File: src/rtl/spmm_row_addrgen_if.sv
// Valid/ready stream bundle shared by the index sink
// and the address source of the row address generator.
interface hwpe_stream_intf_stream #(
  parameter int unsigned DATA_WIDTH = 32
);

  logic                      valid;
  logic                      ready;
  logic [DATA_WIDTH-1:0]     data;
  logic [DATA_WIDTH/8-1:0]   strb;

  modport source (
    output valid, data, strb,
    input  ready
  );

  modport sink (
    input  valid, data, strb,
    output ready
  );

endinterface

File: src/rtl/spmm_row_addrgen.sv
// Turns a stream of CSR column indices into word addresses
// of the matching dense B rows for the TCDM source streamer.
module spmm_row_addrgen #(
  parameter int unsigned ADDR_WIDTH = 32,
  parameter int unsigned IDX_WIDTH  = 16,
  parameter int unsigned CNT_WIDTH  = 16,
  parameter int unsigned WORD_BYTES = 4
) (
  input  logic                  clk_i,
  input  logic                  rst_ni,
  input  logic                  clear_i,
  input  logic                  start_i,
  input  logic [ADDR_WIDTH-1:0] base_addr_i,
  input  logic [ADDR_WIDTH-1:0] row_stride_i,
  input  logic [CNT_WIDTH-1:0]  words_per_row_i,
  input  logic [CNT_WIDTH-1:0]  nnz_i,
  hwpe_stream_intf_stream.sink   idx_i,
  hwpe_stream_intf_stream.source addr_o,
  output logic                  busy_o,
  output logic                  done_o
);

  localparam int unsigned PW = ADDR_WIDTH + IDX_WIDTH;

  typedef enum logic [1:0] {
    IDLE,
    FETCH,
    EMIT,
    DONE
  } state_e;

  state_e                state_q, state_d;
  logic [ADDR_WIDTH-1:0] base_q, base_d;
  logic [ADDR_WIDTH-1:0] stride_q, stride_d;
  logic [CNT_WIDTH-1:0]  words_q, words_d;
  logic [CNT_WIDTH-1:0]  nnz_q, nnz_d;
  logic [CNT_WIDTH-1:0]  nnz_cnt_q, nnz_cnt_d;
  logic [CNT_WIDTH-1:0]  word_cnt_q, word_cnt_d;
  logic [ADDR_WIDTH-1:0] row_base_q, row_base_d;
  logic                  valid_q, valid_d;
  logic                  done_q, done_d;

  logic [PW-1:0]         prod;
  logic [ADDR_WIDTH-1:0] woff;
  logic                  addr_hs;
  logic                  unused_bits;

  assign unused_bits = ^{idx_i.data, idx_i.strb};

  // Full-width product so high index/stride bits are not lost
  // before the final mod-2^ADDR_WIDTH truncation.
  assign prod = PW'(idx_i.data[IDX_WIDTH-1:0]) * PW'(stride_q);
  assign woff = ADDR_WIDTH'(word_cnt_q) * ADDR_WIDTH'(WORD_BYTES);

  assign addr_hs     = valid_q & addr_o.ready;
  assign idx_i.ready = (state_q == FETCH);
  assign addr_o.valid = valid_q;
  assign addr_o.data  = row_base_q + woff;
  assign addr_o.strb  = '1;
  assign busy_o = (state_q != IDLE);
  assign done_o = done_q;

  // Next-state and datapath updates for the job sequencer.
  always_comb begin
    state_d    = state_q;
    base_d     = base_q;
    stride_d   = stride_q;
    words_d    = words_q;
    nnz_d      = nnz_q;
    nnz_cnt_d  = nnz_cnt_q;
    word_cnt_d = word_cnt_q;
    row_base_d = row_base_q;
    valid_d    = valid_q;
    done_d     = 1'b0;
    unique case (state_q)
      IDLE: begin
        if (start_i) begin
          base_d     = base_addr_i;
          stride_d   = row_stride_i;
          words_d    = words_per_row_i;
          nnz_d      = nnz_i;
          nnz_cnt_d  = '0;
          word_cnt_d = '0;
          if (nnz_i == '0 || words_per_row_i == '0) begin
            state_d = DONE;
            done_d  = 1'b1;
          end else begin
            state_d = FETCH;
          end
        end
      end
      FETCH: begin
        if (idx_i.valid) begin
          row_base_d = base_q + prod[ADDR_WIDTH-1:0];
          valid_d    = 1'b1;
          state_d    = EMIT;
        end
      end
      EMIT: begin
        if (addr_hs) begin
          if (word_cnt_q == words_q - 1'b1) begin
            word_cnt_d = '0;
            nnz_cnt_d  = nnz_cnt_q + 1'b1;
            valid_d    = 1'b0;
            if (nnz_cnt_q == nnz_q - 1'b1) begin
              state_d = DONE;
              done_d  = 1'b1;
            end else begin
              state_d = FETCH;
            end
          end else begin
            word_cnt_d = word_cnt_q + 1'b1;
          end
        end
      end
      DONE: begin
        state_d = IDLE;
      end
      default: state_d = IDLE;
    endcase
  end

  // State register; reset and soft clear both abandon the job.
  always_ff @(posedge clk_i) begin
    if (!rst_ni || clear_i) begin
      state_q    <= IDLE;
      base_q     <= '0;
      stride_q   <= '0;
      words_q    <= '0;
      nnz_q      <= '0;
      nnz_cnt_q  <= '0;
      word_cnt_q <= '0;
      row_base_q <= '0;
      valid_q    <= 1'b0;
      done_q     <= 1'b0;
    end else begin
      state_q    <= state_d;
      base_q     <= base_d;
      stride_q   <= stride_d;
      words_q    <= words_d;
      nnz_q      <= nnz_d;
      nnz_cnt_q  <= nnz_cnt_d;
      word_cnt_q <= word_cnt_d;
      row_base_q <= row_base_d;
      valid_q    <= valid_d;
      done_q     <= done_d;
    end
  end

endmodule

File: src/flat_wrapper.sv
// flat-port wrapper written by rule: the top's interface ports become plain ports
module spmm_row_addrgen_flat 
#(
  parameter int unsigned ADDR_WIDTH = 32,
  parameter int unsigned IDX_WIDTH  = 16,
  parameter int unsigned CNT_WIDTH  = 16,
  parameter int unsigned WORD_BYTES = 4
)
  (clk_i, rst_ni, clear_i, start_i, base_addr_i, row_stride_i, words_per_row_i, nnz_i, busy_o, done_o, idx_i_valid, idx_i_data, idx_i_strb, idx_i_ready, addr_o_valid, addr_o_data, addr_o_strb, addr_o_ready);
  hwpe_stream_intf_stream #(.DATA_WIDTH(32)) idx_i_i ();
  hwpe_stream_intf_stream #(.DATA_WIDTH(32)) addr_o_i ();
  input  logic clk_i;
  input  logic rst_ni;
  input  logic clear_i;
  input  logic start_i;
  input  logic [ADDR_WIDTH-1:0] base_addr_i;
  input  logic [ADDR_WIDTH-1:0] row_stride_i;
  input  logic [CNT_WIDTH-1:0] words_per_row_i;
  input  logic [CNT_WIDTH-1:0] nnz_i;
  output logic busy_o;
  output logic done_o;
  input wire logic [$bits(idx_i_i.valid)-1:0] idx_i_valid;
  input wire logic [$bits(idx_i_i.data)-1:0] idx_i_data;
  input wire logic [$bits(idx_i_i.strb)-1:0] idx_i_strb;
  output wire logic [$bits(idx_i_i.ready)-1:0] idx_i_ready;
  output wire logic [$bits(addr_o_i.valid)-1:0] addr_o_valid;
  output wire logic [$bits(addr_o_i.data)-1:0] addr_o_data;
  output wire logic [$bits(addr_o_i.strb)-1:0] addr_o_strb;
  input wire logic [$bits(addr_o_i.ready)-1:0] addr_o_ready;
  assign idx_i_i.valid = idx_i_valid;
  assign idx_i_i.data = idx_i_data;
  assign idx_i_i.strb = idx_i_strb;
  assign idx_i_ready = idx_i_i.ready;
  assign addr_o_valid = addr_o_i.valid;
  assign addr_o_data = addr_o_i.data;
  assign addr_o_strb = addr_o_i.strb;
  assign addr_o_i.ready = addr_o_ready;
  spmm_row_addrgen #(.ADDR_WIDTH(ADDR_WIDTH), .IDX_WIDTH(IDX_WIDTH), .CNT_WIDTH(CNT_WIDTH), .WORD_BYTES(WORD_BYTES)) u_core (.clk_i(clk_i), .rst_ni(rst_ni), .clear_i(clear_i), .start_i(start_i), .base_addr_i(base_addr_i), .row_stride_i(row_stride_i), .words_per_row_i(words_per_row_i), .nnz_i(nnz_i), .idx_i(idx_i_i), .addr_o(addr_o_i), .busy_o(busy_o), .done_o(done_o));
endmodule
File: config.mk
export PLATFORM = sky130hd
export DESIGN_NAME = spmm_row_addrgen_flat
export DESIGN_NICKNAME = d
export VERILOG_FILES = /design/src/rtl/spmm_row_addrgen_if.sv /design/src/rtl/spmm_row_addrgen.sv /design/src/flat_wrapper.sv
export SDC_FILE = /design/constraint.sdc
export NUM_CORES = 1
export LEC_CHECK = 0
export CAP_MARGIN = 15
export CORE_ASPECT_RATIO = 1.4
export CORE_MARGIN = 4
export CORE_UTILIZATION = 60
export DETAILED_ROUTE_END_ITERATION = 10
export PLACE_DENSITY = 0.82
export RECOVER_POWER = 50
export SLEW_MARGIN = 25
export SYNTH_ARGS = -nofsm -noshare
export SYNTH_HDL_FRONTEND = slang
export SYNTH_SLANG_ARGS = --single-unit
File: constraint.sdc
create_clock -name clk_i -period 10.4 [get_ports clk_i]
set_input_delay 2.6 -clock clk_i [delete_from_list [all_inputs] [get_ports clk_i]]
set_output_delay 2.6 -clock clk_i [all_outputs]
set_load 0.1 [all_outputs]
== Word level (Yosys, flattened, before mapping) ==
Cells that the tools add are included.

* Register bits after elaboration: 164
* Input bits: 138
* Output and inout port bits: 40
* Logic and storage cells: 66

* $add $sub $neg: 6
* $mul: 1
* Equality and inequality tests: 9
* Mux-type cells: 24
* Bitwise gates (word level): 1
* Reductions and logical operators: 15

{| class="wikitable"
|+ Operators with widths
! kind !! count
|-
| $mux 16 || 5
|-
| $pmux 16 s2 || 2
|-
| $add 16x1->16 const B || 2
|-
| $add 32x18->32 || 1
|-
| $add 32x32->32 || 1
|-
| $eq 16x16->1 || 2
|-
| $logic_not 16->1 || 2
|-
| $mul 16x32->32 || 1
|-
| $sub 16x1->16 const B || 2
|-
| $mux 2 || 6
|-
| $reduce_and 4->1 || 3
|-
| $mux 1 || 8
|-
| $pmux 2 s4 || 1
|-
| $reduce_bool 2->1 || 3
|-
| $eq 2x2->1 const B || 2
|-
| $ne 2x1->1 const B || 2
|-
| $ne 2x2->1 const B || 2
|-
| $pmux 1 s2 || 2
|-
| $reduce_and 2->1 || 2
|-
| $reduce_and 3->1 || 1
|-
| $eq 2x1->1 const B || 1
|-
| $logic_not 2->1 || 1
|-
| $logic_or 1x1->1 || 2
|-
| $and 1x1->1 || 1
|-
| $logic_not 1->1 || 1
|}

== Logic depth before layout (Yosys ltp) ==
Gate-level depths: netlist of run 1.

* Depth in word-level cells: 6
* Mapped depth: 25
* Mapped depth without buffers: 23

== Worst setup path before layout of run 1 ==
OpenSTA, ideal clock, no wires.

* Kind: input to register
* Start: in idx_i_data[2]
* End: reg u_core.row_base_q[31]
* Library setup time: 117 ps
* Data arrival time: 8414 ps
* Data required time: 10283 ps
* Slack: 1869 ps
* Cell stages on the path: 22
* Path buffers: 2
* Cell sequence: clkbuf_1 clkbuf_1 nand2_1 fa_1 fa_1 fa_1 inv_1 fa_1 fa_1 inv_1 fa_1 inv_1 ha_1 a21oi_1 o22ai_1 nor3_1 a21oi_1 a221o_1 a21oi_1 nor2_1 or4_1 a22o_1

* Word-level cells in the longest chain between the ends: 2

{| class="wikitable"
|+ RTL lines
! what !! RTL line !! source
|-
| from (decl) || flat_wrapper.sv:23 || <nowiki>input wire logic [$bits(idx_i_i.data)-1:0] idx_i_data;</nowiki>
|-
| $mul 16x32->32 || spmm_row_addrgen.sv:52 || <nowiki>assign prod = PW'(idx_i.data[IDX_WIDTH-1:0]) * PW'(stride_q);</nowiki>
|-
| $add 32x32->32 || spmm_row_addrgen.sv:94 || <nowiki>row_base_d = base_q + prod[ADDR_WIDTH-1:0];</nowiki>
|-
| to (signal assigned) || spmm_row_addrgen.sv:144 || <nowiki>row_base_q <= row_base_d;</nowiki>
|-
| to (decl) || spmm_row_addrgen.sv:39 || <nowiki>logic [ADDR_WIDTH-1:0] row_base_q, row_base_d;</nowiki>
|}

Every way passes these cells.
A chain may end at the register's enable or synchronous reset.

== Worst setup path in the final report of run 1 ==
* Start: in idx_i_data[3]
* End: reg u_core.row_base_q[31]

The elaborated chain is that of the path after synthesis.

==> impl_metrics.toml, run 1 <==
[final_layout]
final_cell_mix = "512 x nand2_1, 460 x inv_1, 335 x fa_1"
n_antenna_cell = 0
fin_cells = 3083
synthToLayoutAreaGrowth_pct = 11.4
final_common_cell = "nand2_1"
layout-drive-gt1-share = 0.0289
fin_nets = 3180

[timing]
whs_ns = 0.459
max_freq_mhz = 110
timing.final.hold_violations = 0
fin_tns_setup_ns = 0
max_slew_margin = -2.07
skew_ns = 0.0138
worst-slew-pin-transition_ns = 4.61
report.final.slew_viol_count = 240
rsz0062_at_grt = "no"
finalCriticalPeriod_ns = 9.10
final.period_utilization = 0.875
setup_viol = 0

[setup_path]
arrival_ns = 9.45
critical_path_required_ns = 10.75
slowest_stage = "clkdlybuf4s50_1"
crit_buf_inv = 5
crit_fanout = 14
reg2reg_depth = 22
path_common_cell = "fa_1"
cp_cell_sequence = "clkdlybuf4s50_1 -> buf_4 -> nand2_1 -> fa_1 -> fa_1 -> fa_1 -> inv_1 -> fa_1 -> fa_1 -> inv_1 -> fa_1 -> inv_1 -> ha_1 -> a21oi_1 -> o22ai_1 -> nor3_1 -> a21oi_1 -> a221o_1 -> a21oi_1 -> nor2_1 -> or4_1 -> a22o_1"
critPathLaunchType = "input port"
crit_family = "adder cells"
crit_type = "input port to flop"
timing.rr.end = "u_core.row_base_q[31]"
slowest_delay_ns = 0.86
rr_startpoint = "u_core.stride_q[7]"
end_kind = "flop"
r2r_slack_ns = 3.37

[floorplanning]
dieWidth_um = 165
core_region_area_sq_um = 34100
dieArea_sq_um = 37600
start_util = 0.607
std_cell_rows = 80
die_h_um = 228
boundaryPins = 178

[power_and_ir_drop]
powerDensity_nw_per_um2 = 89.1
intPower_mw = 1.28
p_sw_frac = 0.377
ir_worst_vdd_v = 0.0000930
finalPower_mw = 2.06
leakagePower_nw = 10.3
pwr-share-seq = 0.327
power.switching_uw = 776
clockPowerShare = 0.318
power_frac_comb = 0.356

[synth]
yosys-top-cells-area = "fa_1 32%, dfxtp_1 16%, nand2_1 9.3%"
synth_seq_cells = 164
yosysTopAreaCellShare = 0.324
synth_warnings = 0
synth_edf_count = 0
yosys.area.top_type = "fa_1"
synth.distinct_cells = 70
syn_inst = 2548
synthArstFlopShare = 0
ys_seq_area_frac = 0.158
netlist_area_sq_um = 20700
synth_area_per_cell_sq_um = 8.13
yosys_most_used_dff = "dfxtp_1"

[place]
placed_cells = 3051
gp_congestion = 0.886
port_buffers = 153
dp_hpwl_mm = 41.2

[clock_network]
hold_buffers = 0
cts_root_buffer = "clkbuf_16"
cts_buffers = 17
cts_setup_buffers = 0
path_clk_slew_ns = 0.07
cts_max_path_buffers = 2
ctsResizeCount = 0
insertion_delay_ns = 0.47
cts_tree = "built"
cts_sinks = 164
cts_max_level = 4

[flow_run]
drv_cap = 4

[detailed_routing]
viasPerCell = 5.56
ant_nets = 0
vias = 17128
wl_per_cell_um = 17.1
first_pass_iters = 6
drc = 0
drt_iter0_markers = 1194
wl_mm = 52.8

[grt]
antenna_found_initial = 0
track_usage = 0.290
grt_pass1_vias = 18115
grt_pass1_wl_mm = 87.4
globalRouteOverflowTotal = 0
grt_max_degree = 102

[worst_hold_path]
holdCritStartpoint = "u_core.base_q[9]"
whs_path_depth = 2
hold_path_end = "u_core.base_q[9]"
hold_path.class = "flop to flop"

[run_status]
status = "finished, violations left"
violations = "max-capacitance violations, max-slew violations"
-- sequential cells by signal, indices dropped and copies added, names as in the netlist --
| signal | flops |
|---|---|
| u_core.nnz_cnt_q | 16 |
| u_core.addr_o.valid | 1 |
| u_core.words_q | 16 |
| u_core.nnz_q | 16 |
| u_core.stride_q | 32 |
| u_core.word_cnt_q | 16 |
| u_core.row_base_q | 32 |
| u_core.done_o | 1 |
| u_core.base_q | 32 |
| u_core.state_q | 2 |
-- worst max-delay path by stage --
stage | startpoint | depth (start not counted) | slack (ns) | to
detailed placement | idx_i_data[3] | 22 | 0.90 | u_core.row_base_q[31]
global placement | idx_i_data[3] | 22 | 0.96 | u_core.row_base_q[31]
finish | idx_i_data[3] | 22 | 1.30 | u_core.row_base_q[31]
global route | idx_i_data[3] | 22 | 1.11 | u_core.row_base_q[31]
CTS | idx_i_data[4] | 21 | 1.32 | u_core.row_base_q[31]
floorplan | idx_i_data[2] | 22 | 1.87 | u_core.row_base_q[31]
-- cells by family after synthesis --
logic type                 synth area share
other                              0.000181
DFF                                   0.158
muxes                               0.00290
xor gates and xnor gates             0.0566
adders and majority gates             0.377
AOI/OAI and AO/OA                    0.0805
and+or+nand+nor                       0.216
buffers and inverters                 0.109
-- layer usage --
layer  global-route usage  vias up  part of all wire
li1                     -     7890                 -
met1                0.353     8410              0.37
met2                0.509      684              0.52
met3               0.0498      144             0.070
met4                0.109        0             0.036
met5                    0        -                 0
-- worst reg2reg max path: stages, from the launching register on --
cell	delay, ns
dfxtp_1	0.81
nand2_1	0.21
fa_1	0.58
inv_1	0.05
fa_1	0.50
inv_1	0.06
fa_1	0.54
inv_1	0.05
fa_1	0.49
fa_1	0.51
inv_1	0.05
fa_1	0.51
inv_1	0.06
ha_1	0.36
a21oi_1	0.16
o22ai_1	0.09
nor3_1	0.22
a21oi_1	0.22
a221o_1	0.36
a21oi_1	0.29
nor2_1	0.12
or4_1	0.49
a22o_1	0.19
-- cell type report --
type	count	area (sq um)
clock buffer	17	425
clock inverter	15	161
fill	2691	11000
inverter	460	1730
multi-input combinational	1797	15200
sequential	164	3280
tap	451	564
timing repair buffer	179	1720
-- power by group through the flow --
stage          Combinational [mW]  Clock [mW]  Sequential [mW]
6_report                    0.731       0.653            0.672
4_1_cts                     0.735       0.662            0.670
2_1_floorplan               0.516           0            0.667
5_1_grt                     0.820       0.686            0.673
3_5_place_dp                0.715           0            0.685
3_3_place_gp                0.704           0            0.684
-- cell usage after synthesis (5+ instances only) --
| cell type | count |
|---|---|
| and2_1 | 165 |
| a21oi_1 | 165 |
| buf_4 | 6 |
| dfxtp_1 | 164 |
| nand2b_1 | 16 |
| o21ai_0 | 36 |
| o21ai_1 | 5 |
| buf_2 | 5 |
| buf_1 | 14 |
| nor4_1 | 17 |
| fa_1 | 335 |
| ha_1 | 88 |
| and3_1 | 15 |
| clkbuf_1 | 104 |
| nor3b_1 | 8 |
| nor2b_1 | 12 |
| xnor2_1 | 89 |
| o211ai_1 | 5 |
| xor2_1 | 45 |
| nor3_1 | 22 |
| nand4_1 | 13 |
| or3_1 | 14 |
| mux2i_1 | 6 |
| or4_1 | 9 |
| nor3_2 | 6 |
| nor2_1 | 78 |
| nand3_1 | 33 |
| nand2_1 | 512 |
| o21a_1 | 9 |
| a211oi_1 | 10 |
| a21o_1 | 18 |
| a31oi_1 | 5 |
| inv_1 | 460 |
-- metrics by stage --
step	area, sq um	utilization	setup WS [ns]
6_report	23100	0.676	1.30
3_3_place_gp	22500	0.660	0.961
5_1_grt	23100	0.676	1.11
2_1_floorplan	20700	-	1.87
3_5_place_dp	22500	0.660	0.896
4_1_cts	23100	0.677	1.32
(Power assumes the default switching activity.)
==> run 2: changes to the inputs <==
--- a/config.mk
+++ b/config.mk
@@ -9,8 +9,9 @@
 export CORE_ASPECT_RATIO = 1.4
 export CORE_MARGIN = 4
 export CORE_UTILIZATION = 60
+export CTS_CLUSTER_DIAMETER = 60
 export DETAILED_ROUTE_END_ITERATION = 10
-export PLACE_DENSITY = 0.82
+export PLACE_DENSITY = 0.81
 export RECOVER_POWER = 50
 export SLEW_MARGIN = 25
 export SYNTH_ARGS = -nofsm -noshare
==> run 2 against run 1 <==
  * The flow still finishes with violations (max-capacitance violations, max-slew violations)
  * Fmax is 0.80% lower
  * Core utilization is 0.25 points higher
  * Cell count hardly changed
  * Worst setup slack worse by 0.073 ns
  * Critical path type unchanged
  * Design area is 0.37% higher
  * First-iteration DRC count is 9.6% lower
==> impl_metrics.toml, run 2 (synthesis results as in run 1) <==
[place]
dp_hpwl_mm = 41.4
gp_congestion = 0.913
port_buffers = 153

[power_and_ir_drop]
ir_worst_vdd_v = 0.000102
finalPower_mw = 2.07
leakagePower_nw = 10.3
powerDensity_nw_per_um2 = 89.5

[detailed_routing]
vias = 17204
wl_mm = 53.3
drt_iter0_markers = 1079
ant_nets = 0
first_pass_iters = 6
drc = 0
viasPerCell = 5.58
wl_per_cell_um = 17.3

[floorplanning]
die_h_um = 228
start_util = 0.607
core_region_area_sq_um = 34100
std_cell_rows = 80
dieWidth_um = 165
dieArea_sq_um = 37600
boundaryPins = 178

[clock_network]
cts_tree = "built"
cts_root_buffer = "clkbuf_16"
path_clk_slew_ns = 0.08
cts_sinks = 164
cts_max_level = 4
ctsResizeCount = 0
cts_buffers = 17
insertion_delay_ns = 0.46
hold_buffers = 0
cts_setup_buffers = 0
cts_max_path_buffers = 2

[timing]
setup_viol = 0
timing.final.hold_violations = 0
fin_tns_setup_ns = 0
finalCriticalPeriod_ns = 9.18
report.final.slew_viol_count = 208
worst-slew-pin-transition_ns = 4.55
max_freq_mhz = 109
skew_ns = 0.0136
max_slew_margin = -2.03
final.period_utilization = 0.882
rsz0062_at_grt = "no"

[setup_path]
end_kind = "flop"
cp_cell_sequence = "clkdlybuf4s50_1 -> nand2_1 -> fa_1 -> fa_1 -> fa_1 -> inv_1 -> fa_1 -> fa_1 -> inv_1 -> fa_1 -> inv_1 -> ha_1 -> a21oi_1 -> o22ai_1 -> nor3_1 -> a21oi_1 -> a221o_1 -> a21oi_1 -> nor2_1 -> or4_1 -> a22o_1"
arrival_ns = 9.54
crit_fanout = 9
slowest_delay_ns = 0.96
critPathLaunchType = "input port"
critical_path_required_ns = 10.76
path_common_cell = "fa_1"
crit_type = "input port to flop"
slowest_stage = "clkdlybuf4s50_1"

[worst_hold_path]
hold_path.class = "flop to flop"

[final_layout]
num-fill-cells = 2695
area.sequential_sq_um = 3280
multi_input_area_sq_um = 15200
layout-drive-gt1-share = 0.0300
n_antenna_cell = 0
fin_nets = 3182
synthToLayoutAreaGrowth_pct = 11.8
reg.largest.list = "u_core.base_q: 32 flops, u_core.row_base_q: 32 flops, u_core.stride_q: 32 flops"
final_cell_mix = "512 x nand2_1, 460 x inv_1, 335 x fa_1"
final_common_cell = "nand2_1"

[grt]
grt_pass1_vias = 18333
grt_max_degree = 102
antenna_found_initial = 0
globalRouteOverflowTotal = 0
track_usage = 0.293
grt_pass1_wl_mm = 88.6

[run_status]
violations = "max-capacitance violations, max-slew violations"
status = "finished, violations left"

[flow_run]
drv_cap = 4
run 2: layer usage:
layer | routed length, um | share of wire | track usage | vias to the layer above
li1 | - | - | - | 7916
met1 | 19600 | 0.37 | 0.353 | 8424
met2 | 27400 | 0.51 | 0.517 | 703
met3 | 4080 | 0.077 | 0.0509 | 161
met4 | 2230 | 0.042 | 0.113 | 0
met5 | 0 | 0 | 0 | -
run 2: metrics by stage:
stage / util / instance area, sq um / setup slack [ns] / cells / hold WS [ns]
6_report: 0.679 / 23200 / 1.22 / 3085 / 0.458
5_1_grt: 0.679 / 23200 / 0.983 / 3085 / 0.478
4_1_cts: 0.679 / 23200 / 1.27 / 3083 / 0.458
3_5_place_dp: 0.661 / 22600 / 0.847 / 3051 / 0.448
3_3_place_gp: 0.661 / 22600 / 0.893 / 3051 / 0.445
2_1_floorplan: - / 20700 / 1.87 / 2551 / 0.436
run 2: power breakdown:
group,switching (mW),internal [mW]
sequential,0.0293,0.642
combinational,0.438,0.300
clock,0.318,0.345
run 2: final timing paths:
kind | start | endpoint | slack (ns) | depth (start not counted)
setup / recovery | idx_i_data[3] | u_core.row_base_q[31] | 1.22 | 21
hold / removal | u_core.base_q[7] | u_core.base_q[7] | 0.46 | 2
setup reg to reg | u_core.stride_q[7] | u_core.row_base_q[31] | 3.29 | 22
hold reg to reg | u_core.base_q[7] | u_core.base_q[7] | 0.46 | 2
run 2: worst max-delay path: cells and delay by family:
kind / cells / cell delay (ns)
AO/OA/AOI/OAI: 6 / 1.32
adder cells (fa/ha/maj): 7 / 3.46
buffers and inverters: 4 / 1.13
AND/OR/NAND/NOR: 4 / 1.01
run 2: area by class of cell:
type	instances	share of cell area
Clock buffer	17	0.0184
Clock inverter	15	0.00788
Inverter	460	0.0745
Multi-Input combinational cell	1797	0.656
Sequential cell	164	0.142
Tap cell	451	0.0244
Timing Repair Buffer	181	0.0768
